`config.mk`:
```
export PLATFORM = sky130hd
export DESIGN_NAME = dsp_pipe_drain_flat
export DESIGN_NICKNAME = d
export VERILOG_FILES = /design/src/rtl/dsp_pkg.sv /design/src/rtl/dsp_pipe_drain_if.sv /design/src/rtl/dsp_drain_fifo.sv /design/src/rtl/dsp_pipe_drain.sv /design/src/flat_wrapper.sv
export SDC_FILE = /design/constraint.sdc
export NUM_CORES = 1
export LEC_CHECK = 0
export CAP_MARGIN = 20
export CORE_MARGIN = 5
export CORE_UTILIZATION = 50
export CTS_CLUSTER_SIZE = 8
export DETAILED_ROUTE_END_ITERATION = 8
export GPL_TIMING_DRIVEN = 0
export MAX_ROUTING_LAYER = met4
export PLACE_DENSITY = 0.75
export RECOVER_POWER = 100
export SLEW_MARGIN = 20
export SYNTH_ARGS = -nofsm -noshare
export SYNTH_HDL_FRONTEND = slang
export SYNTH_SLANG_ARGS = --single-unit
```
`constraint.sdc`:
```
create_clock -name clk -period 3.5 [get_ports clk]
set_clock_uncertainty 0.15 [all_clocks]
set_input_delay 0.7 -clock clk [delete_from_list [all_inputs] [get_ports clk]]
set_output_delay 0.7 -clock clk [all_outputs]
set_load 0.01 [all_outputs]
```
`src/rtl/dsp_pkg.sv`:
```
// Shared constants and helpers for the DSP48A1 drain logic.
package dsp_pkg;

  localparam int P_WIDTH       = 48;
  localparam int LAT_DEFAULT   = 2;
  localparam int DEPTH_DEFAULT = 4;

  function automatic int clog2(input int n);
    int r;
    r = 0;
    while ((1 << r) < n) r++;
    return r;
  endfunction

endpackage

```
`src/rtl/dsp_pipe_drain_if.sv`:
```
// Issue / result handshake bundle between the DSP pipeline, the drain block and the consumer.
interface dsp_pipe_drain_if
  import dsp_pkg::*;
#(
  parameter int WIDTH = P_WIDTH,
  parameter int CW    = clog2(DEPTH_DEFAULT) + 1
);

  logic             in_valid;
  logic             in_ready;
  logic             ce;
  logic [WIDTH-1:0] p_in;
  logic             flush;
  logic             out_valid;
  logic             out_ready;
  logic [WIDTH-1:0] out_data;
  logic [CW-1:0]    count;
  logic [3:0]       inflight;

  modport master (
    output in_valid, p_in, flush, out_ready,
    input  in_ready, ce, out_valid, out_data, count, inflight
  );

  modport slave (
    input  in_valid, p_in, flush, out_ready,
    output in_ready, ce, out_valid, out_data, count, inflight
  );

endinterface

```
`src/rtl/dsp_drain_fifo.sv`:
```
// First-word fall-through result FIFO; full/empty come from the occupancy count only.
module dsp_drain_fifo
  import dsp_pkg::*;
#(
  parameter int WIDTH = P_WIDTH,
  parameter int DEPTH = DEPTH_DEFAULT,
  parameter int CW    = clog2(DEPTH) + 1
) (
  input  logic             clk,
  input  logic             rst,
  input  logic             flush_i,
  input  logic             push_i,
  input  logic [WIDTH-1:0] wdata_i,
  input  logic             pop_ready_i,
  output logic             out_valid_o,
  output logic [WIDTH-1:0] out_data_o,
  output logic [CW-1:0]    count_o,
  output logic             full_o
);

  localparam int AW = clog2(DEPTH);

  logic [WIDTH-1:0] mem_q [DEPTH];
  logic [AW-1:0]    wr_ptr_q, wr_ptr_d;
  logic [AW-1:0]    rd_ptr_q, rd_ptr_d;
  logic [CW-1:0]    count_q, count_d;
  logic             pop;

  assign out_valid_o = (count_q != '0);
  assign full_o      = (count_q == CW'(DEPTH));
  assign pop         = out_valid_o & pop_ready_i;
  assign out_data_o  = out_valid_o ? mem_q[rd_ptr_q] : '0;
  assign count_o     = count_q;

  always_comb begin
    wr_ptr_d = wr_ptr_q;
    rd_ptr_d = rd_ptr_q;
    count_d  = count_q;
    if (flush_i) begin
      wr_ptr_d = '0;
      rd_ptr_d = '0;
      count_d  = '0;
    end else begin
      if (push_i) wr_ptr_d = wr_ptr_q + AW'(1);
      if (pop)    rd_ptr_d = rd_ptr_q + AW'(1);
      if (push_i && !pop)      count_d = count_q + CW'(1);
      else if (pop && !push_i) count_d = count_q - CW'(1);
    end
  end

  always_ff @(posedge clk or posedge rst) begin
    if (rst) begin
      wr_ptr_q <= '0;
      rd_ptr_q <= '0;
      count_q  <= '0;
    end else begin
      wr_ptr_q <= wr_ptr_d;
      rd_ptr_q <= rd_ptr_d;
      count_q  <= count_d;
    end
  end

  // Storage needs no reset: out_data is masked whenever the FIFO is empty.
  always_ff @(posedge clk) begin
    if (push_i && !flush_i) mem_q[wr_ptr_q] <= wdata_i;
  end

endmodule

```
`src/rtl/dsp_pipe_drain.sv`:
```
// Consumer end of the DSP48A1 pipeline: tracks in-flight issues, captures P into a FIFO, stalls via ce.
module dsp_pipe_drain
  import dsp_pkg::*;
#(
  parameter int WIDTH = P_WIDTH,
  parameter int LAT   = LAT_DEFAULT,
  parameter int DEPTH = DEPTH_DEFAULT,
  parameter int CW    = clog2(DEPTH) + 1
) (
  input logic             clk,
  input logic             rst,
  dsp_pipe_drain_if.slave bus
);

  logic full;
  logic ce;
  logic head_valid;
  logic push;

  // ce depends on registered occupancy only, so out_ready never reaches the DSP enables combinationally.
  assign ce           = ~full;
  assign bus.ce       = ce;
  assign bus.in_ready = ce;
  assign push         = ce & head_valid;

  generate
    if (LAT == 0) begin : g_comb
      assign head_valid   = bus.in_valid;
      assign bus.inflight = '0;
    end else begin : g_vsr
      logic [LAT-1:0] vsr_q, vsr_d;

      always_comb begin
        vsr_d = vsr_q;
        if (bus.flush)
          vsr_d = '0;
        else if (ce)
          vsr_d = LAT'({vsr_q, bus.in_valid});
      end

      always_ff @(posedge clk or posedge rst) begin
        if (rst) vsr_q <= '0;
        else     vsr_q <= vsr_d;
      end

      assign head_valid   = vsr_q[LAT-1];
      assign bus.inflight = 4'($countones(vsr_q));
    end
  endgenerate

  dsp_drain_fifo #(
    .WIDTH (WIDTH),
    .DEPTH (DEPTH),
    .CW    (CW)
  ) u_fifo (
    .clk         (clk),
    .rst         (rst),
    .flush_i     (bus.flush),
    .push_i      (push),
    .wdata_i     (bus.p_in),
    .pop_ready_i (bus.out_ready),
    .out_valid_o (bus.out_valid),
    .out_data_o  (bus.out_data),
    .count_o     (bus.count),
    .full_o      (full)
  );

endmodule

```
`src/flat_wrapper.sv`:
```
// flat-port wrapper written by rule: the top's interface ports become plain ports
module dsp_pipe_drain_flat import dsp_pkg::*;
#(
  parameter int WIDTH = P_WIDTH,
  parameter int LAT   = LAT_DEFAULT,
  parameter int DEPTH = DEPTH_DEFAULT,
  parameter int CW    = clog2(DEPTH) + 1
)
  (clk, rst, bus_in_valid, bus_p_in, bus_flush, bus_out_ready, bus_in_ready, bus_ce, bus_out_valid, bus_out_data, bus_count, bus_inflight);
  dsp_pipe_drain_if #(.WIDTH(WIDTH), .CW(CW)) bus_i ();
  input logic clk;
  input logic rst;
  input wire logic [$bits(bus_i.in_valid)-1:0] bus_in_valid;
  input wire logic [$bits(bus_i.p_in)-1:0] bus_p_in;
  input wire logic [$bits(bus_i.flush)-1:0] bus_flush;
  input wire logic [$bits(bus_i.out_ready)-1:0] bus_out_ready;
  output wire logic [$bits(bus_i.in_ready)-1:0] bus_in_ready;
  output wire logic [$bits(bus_i.ce)-1:0] bus_ce;
  output wire logic [$bits(bus_i.out_valid)-1:0] bus_out_valid;
  output wire logic [$bits(bus_i.out_data)-1:0] bus_out_data;
  output wire logic [$bits(bus_i.count)-1:0] bus_count;
  output wire logic [$bits(bus_i.inflight)-1:0] bus_inflight;
  assign bus_i.in_valid = bus_in_valid;
  assign bus_i.p_in = bus_p_in;
  assign bus_i.flush = bus_flush;
  assign bus_i.out_ready = bus_out_ready;
  assign bus_in_ready = bus_i.in_ready;
  assign bus_ce = bus_i.ce;
  assign bus_out_valid = bus_i.out_valid;
  assign bus_out_data = bus_i.out_data;
  assign bus_count = bus_i.count;
  assign bus_inflight = bus_i.inflight;
  dsp_pipe_drain #(.WIDTH(WIDTH), .LAT(LAT), .DEPTH(DEPTH), .CW(CW)) u_core (.clk(clk), .rst(rst), .bus(bus_i));
endmodule
```
==> results of run 1 <==
## metal layers
metal,share of wire,up-vias
met2,0.51,119
met4,0.015,0
met3,0.055,25
met1,0.42,2054
li1,-,1807
met5,0,-
## area by class of cell
class,count,area share
Inverter,8,0.00294
Tap cell,216,0.0265
Clock inverter,1,0.000859
Buffer,25,0.0157
Antenna cell,1,0.000245
Timing Repair Buffer,111,0.113
Clock buffer,51,0.0793
Multi-Input combinational cell,149,0.174
Sequential cell,201,0.587
## cell families (layout without fill, tap and decap cells)
| family | Yosys count | after routing | synth area share |
|---|---|---|---|
| AO/OA/AOI/OAI | 13 | 13 | 0.0123 |
| XOR/XNOR | 2 | 2 | 0.00220 |
| adder cells (fa/ha/maj) | 6 | 6 | 0.0104 |
| buffers and inverters | 33 | 196 | 0.0241 |
| flip-flops | 201 | 201 | 0.754 |
| multiplexers | 52 | 52 | 0.141 |
| other | 1 | 3 | 0.000472 |
| AND/OR/NAND/NOR | 74 | 74 | 0.0556 |
## how the worst max path moves through the flow
stage | cells after the start | endpoint | startpoint
finish | 5 | bus_out_data[10] | u_core.u_fifo.rd_ptr_q[0]
global route | 6 | bus_out_data[37] | u_core.u_fifo.count_o[0]
CTS | 4 | bus_out_data[21] | u_core.u_fifo.rd_ptr_q[1]
detailed placement | 6 | bus_out_data[37] | u_core.u_fifo.count_o[0]
global placement | 3 | u_core.u_fifo.mem_q[1][32] | bus_flush
floorplan | 4 | u_core.u_fifo.mem_q[0][0] | u_core.u_fifo.count_o[2]
## repair_timing
item,in CTS,in global routing
pin swaps,0,0
endpoints found under the setup margin,15,17
resized for setup,1,5
## report_power, final
group	leakage [nW]	internal, mW	switching (mW)
registers	1.85	2.71	0.0229
logic	1.09	1.16	0.947
clock network	0.387	1.54	0.897
## synthesized netlist by cell type, drive strengths merged (4+ instances only)
library cell and number:
nor2b 48, ha 5, mux4 48, nand2 4, clkbuf 5, and2 4
edfxtp 192, dfrtp 9, a21oi 4, buf 20, nor2 9, inv 8
## state kept, by name, indices dropped and copies added, names as in the netlist
register / count
u_core.u_fifo.mem_q: 192
u_core.u_fifo.count_o: 3
u_core.g_vsr.vsr_q: 2
u_core.u_fifo.rd_ptr_q: 2
u_core.u_fifo.wr_ptr_q: 2
## cells in the final DEF (no fill, tap or decap), types with 8 or more instances in the layout
cell type	count
clkdlybuf4s50_1	51
clkbuf_1	25
dlygate4sd3_1	56
nor2b_1	48
mux4_2	48
inv_1	8
clkbuf_16	29
nor2_1	9
dfrtp_1	9
edfxtp_1	192
## worst max-delay path, delay by kind of cell (launching register included)
family / cells / cell delay (ps)
flip-flops: 1 / 320
buffers and inverters: 3 / 980
AND/OR/NAND/NOR: 1 / 150
multiplexers: 1 / 530
==> results.yml, run 1 <==
outcome:
  outcome: "finished clean"
worst_setup_path:
  reg2reg_depth: 5
  cp.arrival_ps: 2490
  critPathKind: "reg -> out"
  required_ps: 2650
  rrSetupSlack_ps: 480
  cp_max_fo: 10
  crit_path_max_incr_delay_ps: 530
  critPathLaunchType: "flop"
  r2r-end: "u_core.u_fifo.mem_q[0][32]"
  path_cells: "clkbuf_2, clkbuf_4, mux4_2, nor2b_1, clkdlybuf4s50_1"
  endpoint_kind: "output port"
  rr_startpoint: "u_core.u_fifo.count_o[2]"
  slowest_stage: "mux4_2"
route:
  drt-total-wl_mm: 14.9
  viasPerCell: 5.25
  drc: 0
  vias: 4005
  drt_iter0_markers: 170
  antenna_left: 0
  avgRoutedWirePerCell_um: 19.6
  drtPass1Iterations: 4
yosys:
  synthCells: 382
  synthTopCellsByArea: "edfxtp_1 (73%), mux4_2 (14%), nor2b_1 (3.8%)"
  synth_flop_cell: "edfxtp_1"
  yosysWarnings: 0
  synth_seq_area_share: 0.754
  synth-edff-count: 192
  avgSynthCellArea_um2: 20.8
  yosysTopAreaCell: "edfxtp_1"
  async_reset_ff_frac: 0.0448
  synth_top_area_share: 0.725
  ys_ff_latch: 201
  syn_area_um2: 7950
  ys_types: 35
global_routing:
  grt_pass1_wl_mm: 23.6
  grt_pass1_vias: 4338
  gr-usage-met1: 0.222
  overflow: 0
  antenna_found_initial: 1
  grt_max_degree: 36
  use_met2: 0.281
  use_met3: 0.0329
  grt.total_usage: 0.171
  top_usage_layer: "met2"
power_and_ir_drop:
  finalPower_mw: 7.28
  peakVddDrop_v: 0.000394
  p_leak_nw: 3.33
  p_per_area_nw_per_um2: 714
min_path:
  min_path_cells: 2
  hp-start: "u_core.g_vsr.vsr_q[0]"
  holdPathEnd: "u_core.g_vsr.vsr_q[1]"
  min-delay-path-class: "reg -> reg"
placement:
  port_buffers: 107
  post_dp_cell_area_um2: 9380
  dp.cells: 710
  place_congestion: 0.718
  dp_hpwl_mm: 9.32
  pre_cts_slack_ps: 498
finish:
  seq_area_um2: 5990
  final_core_util: 0.649
  syn2layout_area_growth_pct: 28.3
  nets: 584
  drive_above_1_share: 0.201
  fill_cells: 1086
  fin_cells: 763
  stdcell_area_um2: 10200
  multi_input_area_um2: 1780
timing:
  fin_crit_ps: 3340
  period_share: 0.955
  setup_tns_ps: 0
  fmax_ghz: 0.299
  hold_viol_final: 0
  finalSetupViolCount: 0
  slew_headroom: 0.117
  holdWs_ps: 405
  rsz0062_at_grt: "no"
  fin_ws_ps: 159
  report.final.slew_viol_count: 0
  tightest_slew_ps: 1320
floorplan:
  ioPinCount: 111
  design.core.area_um2: 15700
  die_height_um: 136
  die_x_um: 136
  initial_utilization: 0.506
  dieArea_um2: 18500
  row_count: 46
cts:
  h-tree-depth: 1
  clkLatencyLatePin_ps: 500
  cts_tree: "done"
  root_buffer: "clkbuf_16"
  ctsHoldBuffers: 0
  cts_sinks: 201
  clockBufferDepth: 3
  cts_buffers: 29
  postCtsSetupBuffers: 0
  clk_pin_slew_ps: 50
flow_run:
  drv_cap: 0
No activity file was read; power rests on OpenSTA's default activity.
==> run 2: changes to the inputs <==
CORE_MARGIN = not set   (was 5)
CTS_BUF_LIST = sky130_fd_sc_hd__clkbuf_4   (was not set)
SYNTH_HIERARCHICAL = 1   (was not set)
==> results.yml, run 2 <==
outcome:
  outcome: "finished clean"
floorplan:
  die_height_um: 128
  ioPinCount: 111
  dieArea_um2: 16400
  row_count: 45
  die_x_um: 128
  initial_utilization: 0.516
  design.core.area_um2: 15400
cts:
  ctsHoldBuffers: 0
  clkLatencyLatePin_ps: 580
  cts_buffers: 48
  root_buffer: "clkbuf_4"
  clk_pin_slew_ps: 60
  postCtsSetupBuffers: 0
  cts_sinks: 201
  cts_resized: 2
  clockBufferDepth: 3
  h-tree-depth: 2
  cts_tree: "done"
route:
  drt-total-wl_mm: 13.9
  viasPerCell: 5.15
  vias: 3984
  antenna_left: 0
  avgRoutedWirePerCell_um: 18.0
  drt_iter0_markers: 224
  drtPass1Iterations: 4
  drc: 0
yosys:
  synthTopCellsByArea: "edfxtp_1 (73%), mux4_2 (14%), and2_1 (4.2%)"
  yosys-top-cells-count: "edfxtp_1 (192), and2_1 (53), mux4_2 (48)"
  avgSynthCellArea_um2: 21.6
  synth_flop_cell: "edfxtp_1"
  ys_ff_latch: 201
  async_reset_ff_frac: 0.0448
  synth-edff-count: 192
  synth_seq_area_share: 0.755
  synth_top_area_share: 0.726
  yosysWarnings: 6
  yosysMostFrequentCell: "edfxtp_1"
  ys_types: 31
  synthCells: 368
  syn_area_um2: 7940
  yosysTopAreaCell: "edfxtp_1"
min_path:
  min-delay-path-class: "in -> async"
finish:
  largest_reg_flops: 192
  nets: 590
  stdcell_area_um2: 9900
  multi_input_area_um2: 1730
  layout_commonest_cell: "edfxtp_1"
  drive_above_1_share: 0.260
  fill_cells: 1115
  seq_area_um2: 5990
  syn2layout_area_growth_pct: 24.7
  layout.cells.most_common_list: "edfxtp_1 (192), clkbuf_4 (74), dlygate4sd3_1 (57)"
  regMostFlops: "u_core/u_fifo/mem_q"
worst_setup_path:
  critPathKind: "reg -> out"
  endpoint_kind: "output port"
  critPathLaunchType: "flop"
  required_ps: 2650
  cp.arrival_ps: 2510
  cp_max_fo: 10
timing:
  setup_tns_ps: 0
  hold_viol_final: 0
  fin_crit_ps: 3360
  fin_ws_ps: 144
  period_share: 0.959
  tightest_slew_ps: 671
  fmax_ghz: 0.298
  slew_headroom: 0.549
  rsz0062_at_grt: "no"
  finalSetupViolCount: 0
  report.final.slew_viol_count: 0
placement:
  place_congestion: 0.678
  dp_hpwl_mm: 8.71
  pre_cts_slack_ps: 596
  post_dp_cell_area_um2: 9380
  port_buffers: 108
flow_run:
  drv_cap: 0
power_and_ir_drop:
  intPower_mw: 5.12
  peakVddDrop_v: 0.000408
  power_frac_seq: 0.392
  power_frac_clock: 0.253
  p_per_area_nw_per_um2: 713
  p_leak_nw: 3.28
  p_switching_mw: 1.94
  comb_power_share: 0.355
  swShare: 0.274
global_routing:
  grt_pass1_wl_mm: 22.3
  overflow: 0
  grt.total_usage: 0.191
  grt_pass1_vias: 4386
  antenna_found_initial: 1
  grt_max_degree: 34
[run 2: cell types whose count changed in the layout (fill, tap and decap cells not counted), sizes merged, moves of 3 or more]
| cell | before | now |
|---|---|---|
| and2 | 4 | 53 |
| nor2b | 48 | 1 |
| clkbuf | 63 | 80 |
| clkinv | 1 | 10 |
| nand2 | 4 | 0 |
| a21oi | 4 | 1 |
| nor3 | 3 | 0 |
[run 2: final cells by class]
| cell class | count | share of cell area |
|---|---|---|
| Buffer | 21 | 0.0177 |
| Tap cell | 211 | 0.0267 |
| Sequential cell | 201 | 0.605 |
| Clock inverter | 11 | 0.00683 |
| Timing Repair Buffer | 112 | 0.113 |
| Multi-Input combinational cell | 140 | 0.175 |
| Clock buffer | 70 | 0.0531 |
| Inverter | 7 | 0.00265 |
| Antenna cell | 1 | 0.000253 |
[run 2: routing by layer]
layer / GRT usage / vias to the layer above / part of all wire
met4: 0.0810 / 0 / 0.022
met3: 0.0472 / 28 / 0.057
met2: 0.315 / 134 / 0.53
li1: - / 1821 / -
met5: - / - / 0
met1: 0.227 / 2001 / 0.39
[run 2: power groups by stage]
stage / logic (mW) / clock network, mW / registers [mW]
4_1_cts: 2.65 / 1.86 / 2.77
5_1_grt: 2.73 / 1.98 / 2.77
3_3_place_gp: 2.61 / 0 / 2.82
2_1_floorplan: 1.44 / 0 / 2.82
3_5_place_dp: 2.64 / 0 / 2.82
6_report: 2.50 / 1.79 / 2.77
[run 2: final timing paths]
path	end	slack, ps	from	cells after the start
worst min register to register	u_core/g_vsr.vsr_q[1]	420	u_core/g_vsr.vsr_q[0]	2
worst max register to register	u_core/u_fifo/mem_q[3][44]	280	u_core/u_fifo/count_o[0]	7
min in group clk	u_core/g_vsr.vsr_q[1]	420	u_core/g_vsr.vsr_q[0]	2
worst min-delay path	u_core/g_vsr.vsr_q[1]	290	rst	2
max in group asynchronous	u_core/u_fifo/count_o[2]	2570	rst	2
worst max-delay path	bus_out_data[29]	140	u_core/u_fifo/rd_ptr_q[1]	5
[run 2: cells by family (layout without fill, tap and decap cells)]
group,after synthesis,in the layout,share of synthesized area
compound gates,7,7,0.00820
mux,52,52,0.141
simple gates,68,68,0.0522
xor+xnor,5,5,0.00552
buf+inv,28,221,0.0271
flops,201,201,0.755
other cells,1,3,0.000472
fa+ha+maj,6,6,0.0104
[run 2: stage by stage]
step	total power, mW	hold slack (ps)	util	instances
after floorplan	4.26	291	-	369
after global placement	5.43	387	0.604	688
after detailed placement	5.46	416	0.610	692
after CTS	7.28	99.4	0.649	773
after global routing	7.48	258	0.644	774
final	7.06	291	0.644	774
[run 2: critical path: stages, from the launching register on]
cell and delay [ps]:
dfrtp_1 420, clkbuf_4 270, buf_4 240, mux4_2 320
and2_0 190, clkdlybuf4s50_1 480
